--- src/rtl/prog_packet_writer.sv ---
// prog_packet_writer: parses SYNC/ADR/LEN/DATA/CHK packets from a UART byte
// stream and programs an external memory through a setup/pulse/hold write
// sequencer with a one-byte holding buffer.
module prog_packet_writer #(
    parameter int unsigned WR_CYCLES = 4,
    parameter logic [7:0]  SYNC_BYTE = 8'hA5
) (
    input  logic        clk,
    input  logic        reset,
    input  logic [7:0]  rx_data,
    input  logic        rx_valid,
    output logic [20:0] adr,
    output logic [7:0]  data,
    output logic        write,
    output logic        busy,
    output logic        done,
    output logic        error
);

    typedef enum logic [2:0] {IDLE, ADR2, ADR1, ADR0, LEN, DATA, CHK} pstate_t;
    typedef enum logic [1:0] {W_IDLE, W_SETUP, W_PULSE, W_HOLD} wstate_t;

    pstate_t     pstate_r;
    wstate_t     wstate_r;
    logic [3:0]  pulse_cnt_r;
    logic [20:0] addr_r;       // address of the next DATA byte
    logic [4:0]  adr_hi_r;
    logic [7:0]  adr_mid_r;
    logic [8:0]  cnt_r;        // DATA bytes still expected (1..256)
    logic [7:0]  sum_r;
    logic        buf_full_r;
    logic [7:0]  buf_data_r;
    logic [20:0] buf_adr_r;    // buffered byte keeps its own address
    logic        done_pend_r;

    logic [7:0]  sum_s;
    logic        pending_s;
    logic        can_issue_s;

    // Checksum including the byte presented this cycle
    assign sum_s = sum_r + rx_data;

    // Writes still outstanding in the sequencer or the holding buffer
    assign pending_s = (wstate_r != W_IDLE) || buf_full_r;

    // A new byte can go straight to W_SETUP when the sequencer is idle or is
    // finishing its hold with nothing buffered behind it
    assign can_issue_s = (wstate_r == W_IDLE) || ((wstate_r == W_HOLD) && !buf_full_r);

    // busy is a pure function of state flops, never of rx_data/rx_valid
    assign busy = (pstate_r != IDLE) || (wstate_r != W_IDLE) || buf_full_r;

    // Parser, write sequencer, holding buffer and status flags
    always_ff @(posedge clk) begin
        if (reset) begin
            pstate_r    <= IDLE;
            wstate_r    <= W_IDLE;
            pulse_cnt_r <= 4'd0;
            addr_r      <= 21'd0;
            adr_hi_r    <= 5'd0;
            adr_mid_r   <= 8'd0;
            cnt_r       <= 9'd0;
            sum_r       <= 8'd0;
            buf_full_r  <= 1'b0;
            buf_data_r  <= 8'd0;
            buf_adr_r   <= 21'd0;
            done_pend_r <= 1'b0;
            adr         <= 21'd0;
            data        <= 8'd0;
            write       <= 1'b0;
            done        <= 1'b0;
            error       <= 1'b0;
        end else begin
            done <= 1'b0;

            // write sequencer
            case (wstate_r)
                W_IDLE: begin
                    wstate_r <= W_IDLE;
                end
                W_SETUP: begin
                    write       <= 1'b1;
                    pulse_cnt_r <= 4'(WR_CYCLES - 1);
                    wstate_r    <= W_PULSE;
                end
                W_PULSE: begin
                    if (pulse_cnt_r == 4'd0) begin
                        write    <= 1'b0;
                        wstate_r <= W_HOLD;
                    end else begin
                        pulse_cnt_r <= pulse_cnt_r - 4'd1;
                    end
                end
                W_HOLD: begin
                    if (buf_full_r) begin
                        adr        <= buf_adr_r;
                        data       <= buf_data_r;
                        buf_full_r <= 1'b0;
                        wstate_r   <= W_SETUP;
                    end else begin
                        wstate_r <= W_IDLE;
                    end
                end
                default: begin
                    write    <= 1'b0;
                    wstate_r <= W_IDLE;
                end
            endcase

            // deferred done once every write of a good packet has finished
            if (done_pend_r && !pending_s) begin
                done        <= 1'b1;
                done_pend_r <= 1'b0;
            end

            // packet parser, one state per accepted byte
            if (rx_valid) begin
                case (pstate_r)
                    IDLE: begin
                        if (rx_data == SYNC_BYTE) begin
                            error    <= 1'b0;
                            sum_r    <= 8'd0;
                            pstate_r <= ADR2;
                        end
                    end
                    ADR2: begin
                        if (rx_data[7:5] != 3'd0) begin
                            error    <= 1'b1;
                            pstate_r <= IDLE;
                        end else begin
                            adr_hi_r <= rx_data[4:0];
                            sum_r    <= sum_s;
                            pstate_r <= ADR1;
                        end
                    end
                    ADR1: begin
                        adr_mid_r <= rx_data;
                        sum_r     <= sum_s;
                        pstate_r  <= ADR0;
                    end
                    ADR0: begin
                        addr_r   <= {adr_hi_r, adr_mid_r, rx_data};
                        sum_r    <= sum_s;
                        pstate_r <= LEN;
                    end
                    LEN: begin
                        cnt_r    <= (rx_data == 8'h00) ? 9'd256 : {1'b0, rx_data};
                        sum_r    <= sum_s;
                        pstate_r <= DATA;
                    end
                    DATA: begin
                        if (can_issue_s || !buf_full_r) begin
                            if (can_issue_s) begin
                                adr      <= addr_r;
                                data     <= rx_data;
                                wstate_r <= W_SETUP;
                            end else begin
                                buf_full_r <= 1'b1;
                                buf_data_r <= rx_data;
                                buf_adr_r  <= addr_r;
                            end
                            addr_r <= addr_r + 21'd1;
                            sum_r  <= sum_s;
                            cnt_r  <= cnt_r - 9'd1;
                            if (cnt_r == 9'd1) begin
                                pstate_r <= CHK;
                            end
                        end else begin
                            // overrun: drop the byte, let queued writes drain
                            error    <= 1'b1;
                            pstate_r <= IDLE;
                        end
                    end
                    CHK: begin
                        if (sum_s == 8'h00) begin
                            if (pending_s) begin
                                done_pend_r <= 1'b1;
                            end else begin
                                done <= 1'b1;
                            end
                        end else begin
                            error <= 1'b1;
                        end
                        pstate_r <= IDLE;
                    end
                    default: begin
                        pstate_r <= IDLE;
                    end
                endcase
            end
        end
    end

endmodule

--- config.mk ---
export PLATFORM = sky130hd
export DESIGN_NAME = prog_packet_writer
export DESIGN_NICKNAME = d
export VERILOG_FILES = /design/src/rtl/prog_packet_writer.sv
export SDC_FILE = /design/constraint.sdc
export NUM_CORES = 1
export LEC_CHECK = 0
export ABC_AREA = 1
export CAP_MARGIN = 20
export CORE_UTILIZATION = 51
export DETAILED_ROUTE_END_ITERATION = 8
export PLACE_DENSITY = 0.7
export SYNTH_ARGS = -nofsm -noshare
export SYNTH_HDL_FRONTEND = slang
export SYNTH_SLANG_ARGS = --single-unit
--- constraint.sdc ---
create_clock -name clk -period 2 [get_ports clk]
set_input_delay 0.4 -clock clk [delete_from_list [all_inputs] [get_ports clk]]
set_output_delay 0.4 -clock clk [all_outputs]
set_load 0.005 [all_outputs]
* Word level (Yosys, flattened, before mapping)
Cells that the tools add are included.
** Word-level totals
- Register bits after elaboration :: 123
- Input bits :: 11
- Output and inout port bits :: 33
** Operators by class
- Bitwise operators :: 2
- Muxes and demuxes :: 57
- $add $sub $neg :: 4
- Reductions and logical operators :: 33
- Eq/ne operators :: 20
** Operators by type and width (number)
- $mux 21 :: 7
- $mux 8 :: 9
- $pmux 21 s2 :: 1
- $pmux 8 s4 :: 1
- $add 21x1->21 const B :: 1
- $mux 1 :: 21
- $mux 9 :: 2
- $pmux 3 s6 :: 1
- $pmux 9 s2 :: 1
- $logic_not 8->1 :: 2
- $ne 2x2->1 const B :: 8
- $mux 2 :: 6
- $reduce_and 3->1 :: 4
- $eq 3x3->1 const B :: 3
- $eq 9x1->1 const B :: 1
- $mux 3 :: 3
- $sub 9x1->9 const B :: 1
- $add 8x8->8 :: 1
- $eq 8x8->1 const B :: 1
- $pmux 2 s4 :: 1
- $pmux 4 s2 :: 1
- $reduce_bool 2->1 :: 4
- $reduce_bool 4->1 :: 2
- $eq 3x2->1 const B :: 2
- other kinds (21) :: 32

* Longest topological paths before layout
- Word-level depth :: 9
- Mapped depth :: 13
- Mapped depth without buffers :: 13

* Least setup slack after synthesis
OpenSTA, ideal clock, no wires.
- Path type :: input-to-reg
- Start :: input port rx_data[0]
- End :: register error
- Data required time :: 1.885 ns
- Library setup time :: 0.115 ns
- Data arrival time :: 1.764 ns
- Path slack :: 0.121 ns
- Stages on the path :: 10
- Cells stage by stage :: ha_1 -> fa_1 -> nor3_1 -> nand2_1 -> nor2_1 -> nand3_1 -> nor2_1 -> nand2_1 -> a21oi_1 -> nor2_1
** Between the ends
- Longest elaborated chain between the ends :: 4
- Elaborated cells on any way between the ends :: 6
- Those cells by class :: 1 x add/sub; 3 x eq/ne; 2 x reduce/logical
** Ends and longest elaborated chain
- start: declaration :: RTL line 10 : input logic [7:0] rx_data,
- $add 8x8->8 :: RTL line 41 : assign sum_s = sum_r + rx_data;
- $logic_not 8->1 :: RTL line 175 : if (sum_s == 8'h00) begin
- $ne 2x2->1 (no source line)
- $reduce_and 6->1 (no source line) (*)
- end signal: assignment :: RTL line 72 : error <= 1'b0;
- end signal: assignment :: RTL line 170 : error <= 1'b1;
- end signal: assignment :: RTL line 182 : error <= 1'b1;
- end: declaration :: RTL line 17 : output logic error
Mark *: on every way between the ends. The rest lies on a longest branch, timed or not.
A chain may end at the register's enable or synchronous reset.

* Worst setup path after layout
- Start :: register wstate_r[0]
- End :: output port busy
** Between the ends
- Longest elaborated chain between the ends :: 3
** Ends and longest elaborated chain
- start: declaration :: RTL line 24 : wstate_t wstate_r;
- start signal: assignment :: RTL line 57 : wstate_r <= W_IDLE;
- start signal: assignment :: RTL line 79 : wstate_r <= W_IDLE;
- start signal: assignment :: RTL line 84 : wstate_r <= W_PULSE;
- $reduce_bool 2->1 :: RTL line 51 : assign busy = (pstate_r != IDLE) || (wstate_r != W_IDLE) || buf_full_r;
- $logic_or 1x1->1 (2 in a row) :: RTL line 51
- end: declaration :: RTL line 15 : output logic busy,
No other way between the ends.

==> results.ini <==
[run_status]
status=finished with violations
violations=design-rule violations

[floorplanning]
coreArea_um2=11610
start_util=0.5339
rows=39
die-area_um2=12600
die_y_um=112.3
boundaryPins=44
fp.dieW_um=112.3

[logic_synthesis]
synthFlopType=dfxtp_1
synth_area_leaders=dfxtp_1 40%, nand2_1 11%, o21ai_0 7.7%
yosysTopAreaCell=dfxtp_1
syn_area_um2=6201
yosysWarnings=0
async_reset_ff_frac=0
syn_area_per_cell_um2=7.095
synth_top_area_frac=0.3971
syn_nets=903
ys_types=47
synth-edff-count=0
synth_cells=874
yosysSeqAreaShare=0.3971
synth-seq-cells=123

[clock_tree]
cts_root_buffer=clkbuf_16
postCtsHoldBufs=0
path_clk_slew_ps=50
cts_tree=yes
insertion_delay_ps=420
h-tree-depth=4
cts_buffer_depth=2
cts_sinks=123
cts_buffers=17

[placement]
port_buffers=43
hpwlAfterDp_um=11130
gp_congestion=0.9104

[min_path]
holdPathEnd=buf_adr_r[3]
min_path_type=register to register
hold_depth=2
hold_start=buf_adr_r[3]

[timing]
fin_crit_ps=1928
setup_violations=0
worst_pin_slew_ps=634.0
hold_violations=0
maxSlewViolCount=0
min_period_over_period=0.9638
slew_headroom=0.5773
rsz0062_at_grt=yes
max_freq_ghz=0.5188
finClkSkew_ps=9.327

[power]
peakVddDrop_mv=0.4380
power_mw=5.786
leakage_nw=3.086
powerDensity_nw_per_um2=754.9

[routing]
drc=4
via_per_inst=5.638
wirelength_um=16420
first_iter_violations=618
first_pass_iters=8
ant_nets=0
num_vias=6174
routedWlPerCell_um=15.00

[final_layout]
nets=968
utilization=0.6600
syn_to_final_growth_pct=23.61
drive_gt1_frac=0.1271
diodes=0

[critical_path]
rr_endpoint=error
ff2ff_setup_slack_ps=110
worst-setup-path-type=register to primary output
timing.rr.start=sum_r[0]
ff2ff_path_depth=10
cp_max_fo=4
cp.arrival_ps=1530
endpoint_kind=primary output
cp-start-kind=register
crit_required_ps=1600

[flow_run]
cap_violations=0

[grt]
grt_pass1_vias=5837
track_usage=0.2745
grt-ovfl-total=0
grt_max_degree=74
grt_pass1_wl_um=27680
antenna_found_initial=0

## what timing repair did
item                                   CTS  global route
setup endpoints to repair                4            16
endpoints found under the hold margin    0             0
setup buffers                            0             0
gates resized for setup                 15             9
pin swaps                                9             3
## layout by cell type, fill, tap and decap left out, types with 3 or more instances in the layout
| master | synthesis | routed |
|---|---|---|
| nor2_2 | 3 | 7 |
| o21ai_0 | 95 | 95 |
| a31oi_1 | 14 | 14 |
| buf_4 | 2 | 41 |
| clkbuf_16 | 0 | 17 |
| nor3_1 | 8 | 6 |
| a311oi_1 | 20 | 20 |
| clkdlybuf4s50_1 | 0 | 39 |
| nand2_4 | 4 | 4 |
| dfxtp_1 | 123 | 119 |
| o211ai_1 | 3 | 3 |
| nand4_1 | 8 | 8 |
| clkinv_2 | 0 | 3 |
| ha_1 | 17 | 14 |
| o21ai_1 | 5 | 5 |
| buf_12 | 0 | 6 |
| clkbuf_1 | 21 | 5 |
| xor2_1 | 7 | 7 |
| nor2_1 | 87 | 83 |
| dfxtp_2 | 0 | 3 |
| nand3_1 | 41 | 41 |
| nand2_1 | 189 | 189 |
| a21oi_1 | 81 | 80 |
| clkbuf_8 | 0 | 3 |
| bufinv_16 | 0 | 3 |
| inv_2 | 6 | 7 |
| inv_1 | 87 | 85 |
## area by class of cell
type	count	area (um2)
fillers	996	3949
multi-input cells	611	3199
flip-flops and latches	123	2470
repair buffers	90	853.3
clock buffers	25	485.5
inverters	96	365.4
well taps	143	178.9
clock inverters	7	112.6
## stage by stage
stage | setup WS [ps] | instances | area [um2] | hold slack [ps] | setup TNS (ps)
floorplan | 120.8 | 874 | 6201 | 412.4 | 0
global placement | -503.4 | 1063 | 6998 | 422.7 | -4546
detailed placement | -520.3 | 1063 | 6998 | 437.6 | -5258
CTS | 18.70 | 1095 | 7624 | 445.4 | 0
global route | -31.29 | 1095 | 7665 | 458.6 | -31.29
finish | 72.46 | 1095 | 7665 | 442.6 | 0
## power by group
part           switching [mW]  internal (mW)  leakage (nW)
combinational           0.124         0.0762          1.80
sequential           0.000416           2.45         0.992
clock                    1.08           2.05         0.291
## metal layers
metal | GRT usage | wire length (um) | vias up | part of all wire
met2 | 0.4683 | 7922 | 196 | 0.48
met3 | 0.05616 | 839 | 31 | 0.051
met5 | 0 | 0 | - | 0
met1 | 0.3382 | 7271 | 2905 | 0.44
li1 | - | - | 3042 | -
met4 | 0.1138 | 387 | 0 | 0.024
## worst max path at each step
stage | depth (start not counted) | endpoint | slack, ps | start
after floorplan | 10 | error | 120 | rx_data[0]
after global placement | 11 | error | -500 | rx_data[0]
after detailed placement | 11 | error | -520 | rx_data[0]
after CTS | 10 | error | 20 | sum_r[0]
after global routing | 13 | error | -30 | rx_data[1]
final | 6 | busy | 70 | wstate_r[0]
## state kept, by name, indices dropped and copies added, names as in the netlist, 8 cells and up
register    count
addr_r         21
adr            21
buf_adr_r      21
cnt_r           9
adr_mid_r       8
buf_data_r      8
data            8
sum_r           8
## cell families (layout without fill, tap and decap cells)
kind of cell               Yosys count  count (layout)  share of synthesized area
DFF                                123             123                     0.3971
buffers and inverters              140             218                    0.09645
adders and majority gates           18              18                    0.03753
AOI/OAI and AO/OA                  233             233                     0.2131
and+or+nand+nor                    352             352                     0.2446
xor gates and xnor gates             8               8                    0.01130
## Yosys cell counts (2+ instances only)
cell,count
a211oi_1,2
a21oi_1,81
a22oi_1,3
a311oi_1,20
a31oi_1,14
buf_2,13
buf_4,2
buf_6,6
clkbuf_1,21
clkinv_1,2
dfxtp_1,123
ha_1,17
inv_1,87
inv_2,6
nand2_1,189
nand2_2,2
nand2_4,4
nand3_1,41
nand4_1,8
nor2_1,87
nor2_2,3
nor2_4,2
nor3_1,8
o211ai_1,3
o21ai_0,95
o21ai_1,5
o21bai_1,2
o31ai_1,2
or2_2,2
xor2_1,7
## worst max-delay path: stages (launching register included)
cell           delay, ps
dfxtp_4              360
inv_4                 80
ha_4                 150
inv_1                 60
nor2_2               150
nand2_1               70
dlygate4sd2_1        260
No activity file was read; power rests on OpenSTA's default activity.
